## src/rtl/bucket_stream_serializer.sv

```systemverilog
// Captures one NUM_FEATURES x M bucket frame on in_done and streams it out over valid/ready.
// Optional BUCKET_ARGMAX_EN appends a per-feature argmax index beat after each feature's buckets.
module bucket_stream_serializer #(
  parameter int PRECISION    = 8,
  parameter int NUM_FEATURES = 1,
  parameter int M            = 6,
  localparam int FW = (NUM_FEATURES > 1) ? $clog2(NUM_FEATURES) : 1,
  localparam int BW = (M > 1) ? $clog2(M) : 1
) (
  input  logic                 clk,
  input  logic                 rst,
  input  logic                 clr,
  input  logic [PRECISION-1:0] in_data [NUM_FEATURES][M],
  input  logic                 in_done,
  output logic [PRECISION-1:0] out_data,
  output logic [FW-1:0]        out_feat,
  output logic [BW-1:0]        out_bucket,
  output logic                 out_is_idx,
  output logic                 out_last,
  output logic                 out_valid,
  input  logic                 out_ready,
  output logic                 busy,
  output logic                 overrun
);

  localparam logic [FW-1:0] LAST_F = FW'(NUM_FEATURES - 1);
  localparam logic [BW-1:0] LAST_B = BW'(M - 1);

  typedef enum logic {S_IDLE, S_STREAM} state_t;

  state_t               r_state;
  state_t               w_state_nxt;
  logic [PRECISION-1:0] r_buf [NUM_FEATURES][M];
  logic [FW-1:0]        r_feat;
  logic [BW-1:0]        r_bucket;
  logic                 r_overrun;

  logic                 w_valid;
  logic                 w_fire;
  logic                 w_last_feat;
  logic                 w_last_bkt;
  logic                 w_last_beat;
  logic                 w_last_fire;
  logic                 w_capture;
  logic                 w_drop;
  logic                 w_is_idx;
  logic [PRECISION-1:0] w_elem;
  logic [PRECISION-1:0] w_beat_data;

`ifdef BUCKET_ARGMAX_EN
  logic                 r_is_idx;
  logic [PRECISION-1:0] r_max;
  logic [BW-1:0]        r_idx;

  if (PRECISION < BW) begin : g_precision_check
    $error("bucket_stream_serializer: PRECISION must be >= BW to carry the argmax index");
  end

  assign w_is_idx    = r_is_idx;
  assign w_last_beat = w_last_feat && r_is_idx;
  assign w_beat_data = r_is_idx ? PRECISION'(r_idx) : w_elem;
`else
  assign w_is_idx    = 1'b0;
  assign w_last_beat = w_last_feat && w_last_bkt;
  assign w_beat_data = w_elem;
`endif

  assign w_valid     = (r_state == S_STREAM);
  assign w_fire      = w_valid && out_ready;
  assign w_last_feat = (r_feat == LAST_F);
  assign w_last_bkt  = (r_bucket == LAST_B);
  assign w_last_fire = w_fire && w_last_beat;
  assign w_elem      = r_buf[r_feat][r_bucket];
  // A new frame is only accepted when idle or exactly as the final beat leaves.
  assign w_capture   = in_done && (!w_valid || w_last_fire);
  assign w_drop      = in_done && w_valid && !w_last_fire;

  always_ff @(posedge clk or posedge rst) begin
    if (rst) begin
      r_state <= S_IDLE;
    end else if (clr) begin
      r_state <= S_IDLE;
    end else begin
      r_state <= w_state_nxt;
    end
  end

  always_comb begin
    w_state_nxt = r_state;
    case (r_state)
      S_IDLE:   if (in_done) w_state_nxt = S_STREAM;
      S_STREAM: if (w_last_fire && !in_done) w_state_nxt = S_IDLE;
      default:  w_state_nxt = S_IDLE;
    endcase
  end

  always_ff @(posedge clk or posedge rst) begin
    if (rst) begin
      for (int f = 0; f < NUM_FEATURES; f++)
        for (int b = 0; b < M; b++)
          r_buf[f][b] <= '0;
      r_feat    <= '0;
      r_bucket  <= '0;
      r_overrun <= 1'b0;
`ifdef BUCKET_ARGMAX_EN
      r_is_idx  <= 1'b0;
      r_max     <= '0;
      r_idx     <= '0;
`endif
    end else if (clr) begin
      for (int f = 0; f < NUM_FEATURES; f++)
        for (int b = 0; b < M; b++)
          r_buf[f][b] <= '0;
      r_feat    <= '0;
      r_bucket  <= '0;
      r_overrun <= 1'b0;
`ifdef BUCKET_ARGMAX_EN
      r_is_idx  <= 1'b0;
      r_max     <= '0;
      r_idx     <= '0;
`endif
    end else begin
      if (w_drop) r_overrun <= 1'b1;
      if (w_capture) begin
        r_buf    <= in_data;
        r_feat   <= '0;
        r_bucket <= '0;
`ifdef BUCKET_ARGMAX_EN
        r_is_idx <= 1'b0;
`endif
      end else if (w_fire) begin
`ifdef BUCKET_ARGMAX_EN
        if (r_is_idx) begin
          r_is_idx <= 1'b0;
          r_feat   <= w_last_feat ? '0 : r_feat + 1'b1;
        end else begin
          // Strict compare keeps the lowest index on ties; bucket 0 restarts the search.
          if (r_bucket == '0 || w_elem > r_max) begin
            r_max <= w_elem;
            r_idx <= r_bucket;
          end
          if (w_last_bkt) begin
            r_bucket <= '0;
            r_is_idx <= 1'b1;
          end else begin
            r_bucket <= r_bucket + 1'b1;
          end
        end
`else
        if (w_last_bkt) begin
          r_bucket <= '0;
          r_feat   <= w_last_feat ? '0 : r_feat + 1'b1;
        end else begin
          r_bucket <= r_bucket + 1'b1;
        end
`endif
      end
    end
  end

  assign out_valid  = w_valid;
  assign busy       = w_valid;
  assign overrun    = r_overrun;
  assign out_data   = w_valid ? w_beat_data : '0;
  assign out_feat   = w_valid ? r_feat : '0;
  assign out_bucket = w_valid ? r_bucket : '0;
  assign out_is_idx = w_valid && w_is_idx;
  assign out_last   = w_valid && w_last_beat;

endmodule

```

## config.mk

```make
export PLATFORM = sky130hd
export DESIGN_NAME = bucket_stream_serializer
export DESIGN_NICKNAME = d
export VERILOG_FILES = /design/src/rtl/bucket_stream_serializer.sv
export SDC_FILE = /design/constraint.sdc
export NUM_CORES = 1
export LEC_CHECK = 0
export BUFFER_PORTS_ARGS = -buffer_cell sky130_fd_sc_hd__buf_2
export CAP_MARGIN = 0
export CORE_MARGIN = 2
export CORE_UTILIZATION = 35
export DETAILED_ROUTE_END_ITERATION = 6
export HOLD_SLACK_MARGIN = 0.03
export SKIP_CTS_REPAIR_TIMING = 1
export SYNTH_ARGS = -nofsm -noshare
export SYNTH_HDL_FRONTEND = slang
export SYNTH_SLANG_ARGS = --single-unit
```

## constraint.sdc

```tcl
create_clock -name clk -period 1.3 [get_ports clk]
set_input_delay 0 -clock clk [delete_from_list [all_inputs] [get_ports clk]]
set_output_delay 0 -clock clk [all_outputs]
set_load 0.005 [all_outputs]
```

# Word level (Yosys, flattened, before mapping)
# Index checks and enable logic that the tools add are counted.
totals:
  ff_bits: 54
  input_bits: 53
  output_inout_bits: 17
  word_cells: 59
classes:
  add_sub_neg: 2
  order_cmp: 2
  n_eq_ne: 1
  muxes: 24
  bitwise: 3
  n_reduce_logical: 17
ops:
  columns: ["operator", "n"]
  rows:
  - ["$mux W48", 3]
  - ["$bmux W8 S3", 1]
  - ["$mux W8", 3]
  - ["$mux W3", 5]
  - ["$mux W1", 11]
  - ["$logic_and A1 B1 Y1", 8]
  - ["$reduce_bool A3 Y1", 2]
  - ["$ge A4 B4 Y1 const B", 1]
  - ["$not A3 Y4", 1]
  - ["$reduce_bool A2 Y1", 2]
  - ["$add A3 B1 Y3 const B", 1]
  - ["$eq A3 B3 Y1 const B", 1]
  - ["$logic_not A1 Y1", 3]
  - ["$not A1 Y1", 2]
  - ["$pmux W1 S2", 1]
  - ["$reduce_and A2 Y1", 1]
  - ["$add A1 B1 Y1 const B", 1]
  - ["$logic_or A1 B1 Y1", 1]
  - ["$lt A1 B1 Y1 const B", 1]

# Depth between registers and ports, before layout
logic_depth:
  word_depth: 7
  ltp_mapped: 6
  depth_no_buf: 3

# Least setup slack after synthesis
# OpenSTA, ideal clock, no wires.
synth_path:
  path_kind: "flip-flop to flip-flop"
  from: "register r_state, in the netlist busy"
  to: "register r_buf[13] (netlist name)"
  t_arrival_ps: 1248
  t_required_ps: 1213
  path_slack_ps: -35
  stages_incl_launch_ff: 6
  synth_period_minus_slack_ps: 1335
  path_cell_list: "dfrtp_1 > buf_2 > nor2_2 > clkbuf_1 > a31oi_1 > o211ai_1"
synth_via:
  elab_chain_len: 5
  elab_cells_between_ends: 6
synth_lines:
  columns: ["item", "line_no", "rtl"]
  rows:
  - ["from (decl)", "31", "state_t r_state;"]
  - ["from (signal assigned)", "84", "r_state <= w_state_nxt;"]
  - ["$logic_and A1 B1 Y1", "69", "assign w_fire = w_valid && out_ready;"]
  - ["$logic_and A1 B1 Y1", "72", "assign w_last_fire = w_fire && w_last_beat;"]
  - ["$logic_or A1 B1 Y1 (*)", "75", "assign w_capture = in_done && (!w_valid || w_last_fire);"]
  - ["$logic_and A1 B1 Y1 (*)", "75", null]
  - ["$reduce_bool A2 Y1 (no source line) (*)", null, null]
  - ["to (signal assigned)", "125", "r_buf <= in_data;"]
  - ["to (decl)", "33", "logic [PRECISION-1:0] r_buf [NUM_FEATURES][M];"]
# Mark *: on every way between the ends. The rest lies on a longest branch, timed or not.
# A chain may end at the register's enable or synchronous reset.

# Worst setup path after layout
layout_path:
  from: "register r_bucket[0]"
  to: "output port out_data[2]"
layout_via:
  elab_chain_len: 5
layout_lines:
  columns: ["item", "line_no", "rtl"]
  rows:
  - ["from (decl)", "35", "logic [BW-1:0] r_bucket;"]
  - ["from (signal assigned)", "154", "r_bucket <= r_bucket + 1'b1;"]
  - ["$not A3 Y4 (not written as such)", "73", "assign w_elem = r_buf[r_feat][r_bucket];"]
  - ["$bmux W8 S3", "73", null]
  - ["$mux W8 (not written as such) (2 in series)", "73", null]
  - ["$mux W8", "164", "assign out_data = w_valid ? w_beat_data : '0;"]
  - ["to (decl)", "15", "output logic [PRECISION-1:0] out_data,"]
# Every way passes these cells. The select of a mux whose other input is x is not followed.

==> impl_metrics.json <==
{
  "status": "finished, violations left",
  "failed_checks": "negative setup slack",
  "grt_first_pass_wirelength_mm": 18.0,
  "place_inst": 577,
  "postSynthAreaPerCell_um2": 8.97,
  "clkPwrFrac_pct": 25.9,
  "vias": 3905,
  "setup_viol": 63,
  "vdd_ir_drop_max_mv": 0.434,
  "finalCritPeriodShare_pct": 132,
  "synth_cell_types": 34,
  "hold_path.class": "in -> reg",
  "r2r_slack_ns": -0.31,
  "final-instance-count-excl-fill": 651,
  "hold_viol": 0,
  "grt_pass1_vias": 3362,
  "portBuffers": 67,
  "start_util_pct": 35.5,
  "post_drt_wl_per_cell_um": 18.3,
  "combPwrFrac_pct": 25.8,
  "core_area_um2": 10200,
  "nets": 567,
  "overflow": 0,
  "clock_skew_ns": 0.0121,
  "grt_max_degree": 61,
  "yosys.area.top_type_share_pct": 36.7,
  "cts.sinks": 53,
  "synthTopCellsByArea": "dfrtp_1 (37%), o211ai_1 (10%), nand4_1 (8.3%)",
  "n_antenna_cell": 0,
  "preCtsSetupSlack_ns": -0.283,
  "maxCapViolCount": 0,
  "path_max_fanout": 10,
  "synth_area_um2": 3610,
  "antenna_found_initial": 0,
  "crit_path_max_incr_delay_ns": 0.50,
  "first_pass_iters": 7,
  "required_ns": 1.30,
  "tns_ns": -17.10,
  "worstSetupEndpointType": "output pin",
  "pwr_density_cell_nw_per_um2": 758,
  "routabilityCongestion": 0.844,
  "die_h_um": 106,
  "fin_ws_ns": -0.416,
  "htreeDepth": 2,
  "yosys_warnings": 0,
  "numCtsBuffers": 5,
  "row_count": 37,
  "yosysSeqAreaShare_pct": 36.7,
  "routed_wl_mm": 11.9,
  "dp_hpwl_mm": 7.81,
  "ant_nets": 0,
  "groute.usage.overall_pct": 20.1,
  "rsz0062_at_grt": "yes",
  "placed_area_um2": 4220,
  "final_layout_size_suffix_gt1_share_pct": 28.3,
  "final_max_slew_viol_count": 0,
  "final_area_um2": 5100,
  "drt_iter0_markers": 285,
  "cp-start-kind": "flip-flop",
  "io_pins": 70,
  "synthesis.instances": 403,
  "fp.dieArea_um2": 11200,
  "vias_per_cell": 6.00,
  "clk_pin_slew_ns": 0.10,
  "tritoncts": "done",
  "power.share.switching_pct": 30.6,
  "area_growth_pct": 41.3,
  "cts.path.max_buffers": 2,
  "p_leak_nw": 1.92,
  "finalPower_mw": 3.87,
  "worstSkewPairLatency_ns": 0.32,
  "clockRootBuffer": "clkbuf_8",
  "whs_ns": 0.0696,
  "fillCellCount": 950,
  "path_cells": "buf_12, mux2i_1, o22a_1, o21ai_1, buf_2",
  "clock.fmax_ghz": 0.583,
  "p_sw_mw": 1.18,
  "dieWidth_um": 106,
  "post-route-drc-count": 0,
  "netlist.top_cell.by_area": "dfrtp_1",
  "ys_ff_latch": 53,
  "fin_crit_ns": 1.72,
  "seqPwrFrac_pct": 48.3,
  "fin_util_pct": 50.1,
  "slowest_stage": "dfrtp_2",
  "crit_arrival_ns": 1.72,
  "crit_type": "reg -> out",
  "p_int_mw": 2.69
}
==> critical path, delay by kind of cell (launching register included) <==
kind / cells / cell delay (ns)
mux: 1 / 0.34
compound gates: 2 / 0.23
flops: 1 / 0.50
buf+inv: 2 / 0.33
==> area by class of cell <==
type / instances / area [um^2] / share of cell area (%)
Clock buffer: 8 / 90.1 / 1.76
Inverter: 2 / 7.51 / 0.147
Multi-Input combinational cell: 289 / 2100 / 41.1
Sequential cell: 53 / 1330 / 26.1
Tap cell: 136 / 170 / 3.33
Timing Repair Buffer: 163 / 1410 / 27.6
==> cell usage after synthesis <==
master and n:
nor3b_1 27, buf_6 1, nand2_1 4, o21ai_1 8
and3b_1 1, or2_1 1, and2_1 3, or3b_1 2
nand4b_4 1, conb_1 1, a21oi_1 2, or3_1 1
dfrtp_1 53, nand4_1 48, a221oi_2 1, and4b_1 1
inv_1 1, nand3_1 48, a32oi_1 21, inv_2 1
nor2_2 1, nand3b_1 3, mux2i_1 24, buf_4 5
buf_1 3, a211oi_1 1, buf_2 13, nor2b_1 1
clkbuf_1 38, nor2_1 3, a31oi_1 28, o22a_1 8
nand3_2 1, o211ai_1 48
==> sequential cells by signal, summed over array words and instances, names as in the netlist <==
register,cells
r_buf,48
r_bucket,3
busy,1
overrun,1
==> logic make-up after synthesis <==
logic type | Yosys count | share of synthesized area, %
buffers and inverters | 62 | 7.62
multiplexers | 24 | 6.65
other | 1 | 0.104
flip-flops | 53 | 36.7
AO/OA/AOI/OAI | 117 | 23.9
AND/OR/NAND/NOR | 146 | 25.1
==> final timing paths <==
kind                                    startpoint                 endpoint  cells past startpoint
setup / recovery           r_bucket[0]$_DFFE_PP0P_              out_data[2]                      5
hold / removal                                 clr           busy$_DFF_PP0_                      2
setup reg to reg           r_bucket[0]$_DFFE_PP0P_     r_buf[4]$_DFFE_PP0P_                      7
hold reg to reg                overrun$_DFFE_PP0P_      overrun$_DFFE_PP0P_                      2
max in group asynchronous                      rst  r_bucket[0]$_DFFE_PP0P_                      4
min in group asynchronous                      rst    r_buf[46]$_DFFE_PP0P_                      3
==> routing by layer <==
| metal | GRT usage (%) | wire length, um | vias up |
|---|---|---|---|
| met5 | 0 | 0 | - |
| met4 | 6.20 | 255 | 0 |
| li1 | - | - | 1829 |
| met3 | 3.03 | 654 | 17 |
| met2 | 31.2 | 5650 | 153 |
| met1 | 29.0 | 5370 | 1906 |
==> power by group through the flow <==
stage	Combinational [mW]	Clock (mW)	Sequential (mW)
floorplan	0.490	0	1.85
global placement	0.794	0	1.88
detailed placement	0.804	0	1.89
CTS	0.805	1.03	1.85
global route	1.08	1.08	1.88
finish	0.997	1.00	1.87
==> cell usage in the layout (no fill, tap or decap), drive strengths merged, types with 4 or more instances in the layout <==
cell,n
nor2,4
a32oi,21
mux2i,24
nand3,49
buf,111
a31oi,28
nor3b,27
o22a,8
nand2,4
dlygate4sd3,50
clkbuf,10
nand4,48
dfrtp,53
o21ai,8
o211ai,48
Note: power is estimated with default switching activity, not from simulation.
